`src/rtl/enc_pkg.sv`:
```
// Shared types and helpers for the registered 8-to-3 priority encoder.
// Holds default geometry, FSM state type and the index-to-onehot helper.
package enc_pkg;

  localparam int ENC_N = 8;
  localparam int ENC_W = $clog2(ENC_N);

  typedef enum logic {
    IDLE  = 1'b0,
    VALID = 1'b1
  } enc_state_t;

  function automatic logic [ENC_N-1:0] onehot(
    input logic [ENC_W-1:0] idx
  );
    onehot      = '0;
    onehot[idx] = 1'b1;
  endfunction

endpackage

```
`src/rtl/prio_pick.sv`:
```
// Combinational pending-vector picker: upward scan from base with wrap.
// Fixed build (ENC_ROUND_ROBIN_EN undefined) mirrors the vector so index N-1 wins.
module prio_pick
  import enc_pkg::*;
#(
  parameter int N = ENC_N,
  parameter int W = $clog2(N)
) (
  input  logic [N-1:0] vec_i,
  input  logic [W-1:0] base_i,
  output logic [W-1:0] idx_o,
  output logic         any_o
);

  logic [N-1:0] scan;
  logic [W-1:0] pos;
  int unsigned  j;

  // Present the vector in scan order (mirrored for fixed priority)
  always_comb begin
    scan = '0;
`ifdef ENC_ROUND_ROBIN_EN
    scan = vec_i;
`else
    for (int i = 0; i < N; i++) begin
      scan[i] = vec_i[N-1-i];
    end
`endif
  end

  // First set bit at or above base, wrapping past the top
  always_comb begin
    pos   = '0;
    any_o = 1'b0;
    j     = 0;
    for (int k = 0; k < N; k++) begin
      j = (int'(base_i) + k) % N;
      if (!any_o && scan[j]) begin
        pos   = W'(j);
        any_o = 1'b1;
      end
    end
  end

  // Undo the mirror so the index refers to the original bit
  always_comb begin
`ifdef ENC_ROUND_ROBIN_EN
    idx_o = pos;
`else
    idx_o = W'(N-1) - pos;
`endif
  end

endmodule

```
`src/rtl/priority_encoder8x3_sync.sv`:
```
// Registered 8-to-3 priority encoder: edge capture, pending set, valid/ready out.
// Define ENC_ROUND_ROBIN_EN for rotating priority from the last accepted index.
module priority_encoder8x3_sync
  import enc_pkg::*;
#(
  parameter int N = ENC_N,
  parameter int W = $clog2(N)
) (
  input  logic         clk,
  input  logic         rst_n,
  input  logic         E,
  input  logic [N-1:0] req,
  input  logic         ready,
  input  logic         ovf_clr,
  output logic [W-1:0] Y,
  output logic         V,
  output logic [N-1:0] pending_o,
  output logic         ovf
);

  logic [N-1:0] req_q;
  logic [N-1:0] pend_q, pend_d;
  logic [W-1:0] y_q, y_d;
  logic         v_q, v_d;
  logic         ovf_q, ovf_d;
  enc_state_t   state_q, state_d;

  logic [N-1:0] new_ev;
  logic [N-1:0] clr;
  logic [N-1:0] rem;
  logic         acc;
  logic [W-1:0] pk_base;
  logic [W-1:0] pk_idx;
  logic         pk_any;

`ifdef ENC_ROUND_ROBIN_EN
  logic [W-1:0] base_q, base_d;
`endif

  // Edge detect, acceptance and pending/overflow next state
  always_comb begin
    new_ev = req & ~req_q & {N{E}};
    acc    = v_q & ready;
    clr    = acc ? onehot(y_q) : '0;
    rem    = pend_q & ~clr;
    pend_d = rem | new_ev;
    ovf_d  = ovf_q;
    if (|(new_ev & pend_q & ~clr)) begin
      ovf_d = 1'b1;
    end else if (ovf_clr) begin
      ovf_d = 1'b0;
    end
  end

  // Scan base: the index after the one being accepted now
`ifdef ENC_ROUND_ROBIN_EN
  always_comb begin
    base_d  = acc ? y_q + W'(1) : base_q;
    pk_base = base_d;
  end
`else
  assign pk_base = '0;
`endif

  prio_pick #(
    .N (N),
    .W (W)
  ) u_pick (
    .vec_i  (rem),
    .base_i (pk_base),
    .idx_o  (pk_idx),
    .any_o  (pk_any)
  );

  // Presentation FSM: hold Y while stalled, reload on every accept
  always_comb begin
    state_d = state_q;
    y_d     = y_q;
    v_d     = v_q;
    unique case (state_q)
      IDLE: begin
        if (|pend_q) begin
          y_d     = pk_idx;
          v_d     = 1'b1;
          state_d = VALID;
        end
      end
      VALID: begin
        if (acc) begin
          if (pk_any) begin
            y_d = pk_idx;
          end else begin
            v_d     = 1'b0;
            state_d = IDLE;
          end
        end
      end
      default: begin
        state_d = IDLE;
        v_d     = 1'b0;
      end
    endcase
  end

  // State registers with synchronous active-low reset
  always_ff @(posedge clk) begin
    if (!rst_n) begin
      req_q   <= '0;
      pend_q  <= '0;
      y_q     <= '0;
      v_q     <= 1'b0;
      ovf_q   <= 1'b0;
      state_q <= IDLE;
    end else begin
      req_q   <= req;
      pend_q  <= pend_d;
      y_q     <= y_d;
      v_q     <= v_d;
      ovf_q   <= ovf_d;
      state_q <= state_d;
    end
  end

`ifdef ENC_ROUND_ROBIN_EN
  // Round-robin base moves only when an index is accepted
  always_ff @(posedge clk) begin
    if (!rst_n) begin
      base_q <= '0;
    end else begin
      base_q <= base_d;
    end
  end
`endif

  assign Y         = y_q;
  assign V         = v_q;
  assign pending_o = pend_q;
  assign ovf       = ovf_q;

endmodule
```
`config.mk`:
```
export PLATFORM = sky130hd
export DESIGN_NAME = priority_encoder8x3_sync
export DESIGN_NICKNAME = d
export VERILOG_FILES = /design/src/rtl/enc_pkg.sv /design/src/rtl/prio_pick.sv /design/src/rtl/priority_encoder8x3_sync.sv
export SDC_FILE = /design/constraint.sdc
export NUM_CORES = 1
export LEC_CHECK = 0
export CAP_MARGIN = 0
export CORE_AREA = 2 2 51 53
export CTS_BUF_LIST = sky130_fd_sc_hd__clkbuf_4 sky130_fd_sc_hd__clkbuf_8
export CTS_CLUSTER_SIZE = 8
export DETAILED_ROUTE_END_ITERATION = 7
export DIE_AREA = 0 0 53 55
export PLACE_DENSITY = 0.74
export SYNTH_ARGS = -nofsm -noshare
export SYNTH_HDL_FRONTEND = slang
export SYNTH_SLANG_ARGS = --single-unit
```
`constraint.sdc`:
```
create_clock -name clk -period 2.1 [get_ports clk]
set_input_delay 0.525 -clock clk [delete_from_list [all_inputs] [get_ports clk]]
set_output_delay 0.525 -clock clk [all_outputs]
set_load 0.03 [all_outputs]
```
Word level (Yosys, flattened, before mapping)
Index checks and enable logic that the tools add are counted.
- add/sub/neg operators: 1
- multipliers: 0
- div/mod/pow operators: 0
- $lt $le $gt $ge: 2
- eq/ne operators: 4
- shifts and indexed selects: 0
- multiplexer cells: 32
- bitwise operators: 10
- reductions and logical operators: 20
- operator list (operator ; number):
    AND 8 bit ; 5
    two-way mux 3 bit ; 7
    two-way mux 1 bit ; 18
    inverter 8 bit ; 2
    OR reduction 8 bit ; 2
    logical AND 1 bit ; 8
    two-way mux 8 bit ; 1
    bitwise OR 8 bit ; 1
    zero test 1 bit ; 7
    one-hot mux 3 bit (2 select lines) ; 1
    AND reduction 3 bit ; 2
    < comparator 3 x 4 -> 1 bit (second input constant) ; 1
    two-way mux 2 bit ; 2
    inequality test 2 x 1 -> 1 bit (second input constant) ; 2
    inequality test 2 bit (second input constant) ; 2
    one-hot mux 1 bit (2 select lines) ; 2
    demux 1 bit (select 3 bit) ; 1
    >= comparator 3 x 1 -> 1 bit (second input constant) ; 1
    subtractor 3 bit (first input constant) ; 1
    nonzero test 2 bit ; 1
    AND 1 bit ; 1
    inverter 1 bit ; 1
- bits in registers: 22
- latch bits: 0
- RAM bits: 0
- bits in read-only memories: 0
- input bits: 13
- output and inout bits: 13
- logic and storage cells: 75
- memories kept: 0

Depth between registers and ports, before layout
- word-level depth: 33
- mapped depth: 6
- gate-level depth less buffers: 6

By module
A second synthesis with hierarchy kept.
- cells, all modules: 206
- area total of the unflattened synthesis: 1935.6 um2
- by module, submodules not included (module ; instances ; cells each ; area an instance (um2) ; seq. area each (um2)):
    priority_encoder8x3_sync ; 1 ; 110 ; 977.2 ; 440.4
    prio_pick ; 1 ; 96 ; 958.4 ; 0.0

Worst setup path before layout
Ideal clock, no wire load.
- path kind: reg2reg
- start: register v_q (netlist: V)
- end: register y_q[2] (netlist: Y[2])
- library setup time: 119 ps
- arrival: 1974 ps
- required time: 1981 ps
- setup slack: 7 ps
- cell stages (with the launch flop): 7
- buffers on the path: 0
- period minus slack after synthesis: 2093 ps
- path through: dfxtp_1 nand4_1 o21ai_0 and4_1 nand4_1 a41o_1 o221a_1
- word-level cells in the longest chain between the ends: 30
- elaborated cells between the ends (all ways): 41
- those cells by class: add/sub (1); eq/ne (2); mux (20); bitwise (3); reduce/logical (15)
- RTL lines (what ; line ; source):
    start, declared ; priority_encoder8x3_sync.sv:24 ; logic v_q, v_d;
    start signal, assigned ; priority_encoder8x3_sync.sv:118 ; v_q <= v_d;
    AND 1 bit * ; priority_encoder8x3_sync.sv:43 ; acc = v_q & ready;
    two-way mux 8 bit ; priority_encoder8x3_sync.sv:44 ; clr = acc ? onehot(y_q) : '0;
    inverter 8 bit ; priority_encoder8x3_sync.sv:45 ; rem = pend_q & ~clr;
    AND 8 bit ; priority_encoder8x3_sync.sv:45 ;
    two-way mux 1 bit ; prio_pick.sv:38 ; if (!any_o && scan[j]) begin
    zero test 1 bit ; prio_pick.sv:38 ;
    logical AND 1 bit ; prio_pick.sv:38 ;
    two-way mux 1 bit ; prio_pick.sv:38 ;
    (+14 left out) ; - ;
    two-way mux 1 bit ; prio_pick.sv:38 ;
    zero test 1 bit ; prio_pick.sv:38 ;
    logical AND 1 bit ; prio_pick.sv:38 ;
    two-way mux 3 bit ; prio_pick.sv:38 ;
    subtractor 3 bit ; prio_pick.sv:50 ; idx_o = W'(N-1) - pos;
    two-way mux 3 bit ; priority_encoder8x3_sync.sv:90 ; if (pk_any) begin
    two-way mux 3 bit ; priority_encoder8x3_sync.sv:89 ; if (acc) begin
    one-hot mux 3 bit (2 select lines) ; priority_encoder8x3_sync.sv:80 ; unique case (state_q)
    end signal, assigned ; priority_encoder8x3_sync.sv:117 ; y_q <= y_d;
    end, declared ; priority_encoder8x3_sync.sv:23 ; logic [W-1:0] y_q, y_d;
Mark *: on every way between the ends. The rest lies on a longest branch, timed or not. The select of a mux whose other input is x is not followed.
A chain may end at the register's enable or synchronous reset.

Worst setup path after layout
- start: register y_q[0] (netlist: Y[0])
- end: output port Y[0]
- RTL lines (what ; line ; source):
    end, declared ; priority_encoder8x3_sync.sv:15 ; output logic [W-1:0] Y,
No word-level cell between the ends.

==> impl_metrics.py <==
metrics = {
    "logic_synthesis": {
        "synth_nets": 122,
        "synth_top_area_share": 0.4422,
        "synthCells": 109,
        "synth_cell_types": 29,
        "syn_area_um2": 996.0,
        "ys_top_cells_by_area": "dfxtp_1, nand3b_1, a21boi_0",
        "ys_ff_latch": 22,
        "avgSynthCellArea_um2": 9.137,
        "synth_top_area_cell": "dfxtp_1",
        "yosysSeqAreaShare": 0.4422,
        "yosysWarnings": 0,
    },
    "drt": {
        "drt_iter0_markers": 31,
        "post_drt_wl_per_cell_um": 14.39,
        "vias_per_cell": 5.618,
        "antenna_left": 0,
        "via_count": 1000,
        "drt_wl_total_um": 2561,
        "drt_pass1_iterations": 4,
        "drc": 0,
    },
    "clocking": {
        "htreeDepth": 1,
        "cts_tree": "built",
        "cts_root_buf": "clkbuf_4",
        "clkTransAtPathRegs_ns": 0.11,
        "cts_max_path_buffers": 2,
        "cts.sinks": 22,
        "cts_inserted_buffers": 3,
        "clock_latency_ns": 0.30,
        "cts_hold_buf": 0,
    },
    "floorplanning": {
        "boundaryPins": 26,
        "coreArea_um2": 2365,
        "die_y_um": 55,
        "die_w_um": 53,
        "start_util": 0.4212,
        "die_area_um2": 2915,
        "rows": 18,
    },
    "power_and_ir_drop": {
        "clockPowerShare": 0.190,
        "p_seq_frac": 0.505,
        "ir_drop_uv": 427.5,
        "p_leak_nw": 0.5565,
        "combPwrFrac": 0.305,
        "internal_power_mw": 0.6707,
        "switching_power_mw": 0.3103,
        "cellPowerDensity_nw_per_um2": 693.9,
        "p_total_mw": 0.9810,
        "swShare": 0.3163,
    },
    "finish": {
        "final_util": 0.5979,
        "drive_above_1_share": 0.1486,
        "mostFrequentLayoutCells": "clkdlybuf4s50_1, dfxtp_1, buf_4",
        "diodes": 0,
        "final_common_cell": "clkdlybuf4s50_1",
        "fillers": 210,
        "nets": 163,
        "syn2layout_area_growth_pct": 41.96,
        "design_area_um2": 1414,
    },
    "setup_path": {
        "crit_arrival_ns": 1.52,
        "cp_top_family": "buffers and inverters",
        "cpPeakStageDelay_ns": 0.73,
        "crit_chain": "clkdlybuf4s50_1",
        "crit_start": "Y[0]",
        "required_ns": 1.57,
        "worstReg2RegStart": "Y[0]",
        "start_kind": "flop",
        "cp_slowest_cell": "clkdlybuf4s50_1",
        "endpoint_kind": "output port",
        "path_class": "reg -> out",
        "worst-path-max-fanout": 7,
        "critPathBufInv": 1,
    },
    "place": {
        "dp_hpwl_um": 1983,
        "place_area_um2": 1370,
        "gp_congestion": 0.9691,
        "portBuffers": 25,
    },
    "grt": {
        "antenna_found_initial": 0,
        "grt_pass1_vias": 1000,
        "grt_pass1_wl_um": 4395,
        "grtUsageTotal": 0.2100,
        "grt_overflow": 0,
        "grt_max_degree": 16,
    },
    "worst_hold_path": {
        "hold_path_class": "reg -> reg",
        "hold_start": "state_q",
    },
    "timing": {
        "fin_tns_setup_ns": 0,
        "finalSetupViolCount": 0,
        "slew_viol_final": 0,
        "worstMarginPinSlew_ns": 0.4227,
        "slew_headroom": 0.7156,
        "period_share": 0.9758,
        "fin_skew_ns": 0.002888,
        "min_period_ns": 2.049,
        "finalHoldViolations": 0,
        "fmax_mhz": 488.0,
    },
    "job": {
        "maxCapViolations": 0,
    },
    "run_status": {
        "status": "complete, no violations",
    },
}
-- sequential cells by signal, summed over array words and instances, names as in the netlist --
name	flops
state_q	1
Y	3
V	1
ovf	1
req_q	8
pending_o	8
-- synth_stat cells (all sizes together) --
| master | n |
|---|---|
| nand4b | 2 |
| o221a | 2 |
| o21ai | 9 |
| nand4 | 2 |
| nand3 | 3 |
| a41o | 1 |
| mux2i | 1 |
| or2 | 1 |
| inv | 6 |
| a21boi | 8 |
| nand2 | 6 |
| o22ai | 1 |
| and4 | 1 |
| and2 | 9 |
| or3b | 1 |
| nor2b | 3 |
| nor2 | 2 |
| nand3b | 9 |
| o31a | 2 |
| o2bb2ai | 1 |
| nor4 | 2 |
| nand2b | 5 |
| a21oi | 2 |
| clkbuf | 3 |
| dfxtp | 22 |
| a31oi | 2 |
| o32ai | 3 |
-- kinds of logic (layout without fill, tap and decap cells) --
kind of cell,count (synthesis),in the layout,synth area share
flip-flops,22,22,0.4422
buffers and inverters,9,48,0.03392
multiplexers,1,1,0.01005
AND/OR/NAND/NOR,46,46,0.2864
AO/OA/AOI/OAI,31,31,0.2274
-- routing by layer --
metal | up-vias | wire (um) | GRT usage
li1 | 484 | - | -
met1 | 458 | 1125 | 0.2533
met2 | 47 | 1172 | 0.3542
met3 | 11 | 187 | 0.03763
met4 | 0 | 75 | 0.1197
met5 | - | 0 | 0
-- through the flow --
stage	worst slack, ns	instances	hold WS [ns]
2_1_floorplan	0.007363	109	0.4624
3_3_place_gp	-0.4673	174	0.4859
3_5_place_dp	-0.5454	174	0.5082
4_1_cts	0.04971	178	0.5251
5_1_grt	-0.001600	178	0.5556
6_report	0.05073	178	0.5265
-- timing repair --
item                       CTS  global route
setup endpoints to repair    5             3
pin swaps                    2             1
resized for setup            3             5
setup buffers                1             0
-- power groups by stage --
stage / Sequential, mW / Clock (mW) / Combinational (mW)
after CTS: 0.494 / 0.194 / 0.299
after detailed placement: 0.502 / 0 / 0.289
after global placement: 0.500 / 0 / 0.283
after global routing: 0.500 / 0.212 / 0.327
after floorplan: 0.540 / 0 / 0.113
final: 0.496 / 0.186 / 0.299
-- path summary, 6_finish.rpt --
kind | to | slack [ns] | cells past startpoint
max | Y[0] | 0.05 | 1
min | state_q | 0.53 | 2
max reg2reg | Y[2] | 0.11 | 6
min reg2reg | state_q | 0.53 | 2
-- tightest hold or removal path, delay by kind of cell, from the launching register on --
kind	cells	cell delay, ns
AOI/OAI and AO/OA	1	0.07
buffers and inverters	1	0.06
DFF	1	0.36
-- area by class of cell --
type,count,area (um^2),share of cell area
repair buffers,39,357.8,0.2531
clock buffers,3,22.52,0.01593
well taps,30,37.54,0.02655
flip-flops and latches,22,440.4,0.3115
inverters,6,22.52,0.01593
multi-input cells,78,533.0,0.3770
Note: power is estimated with default switching activity, not from simulation.
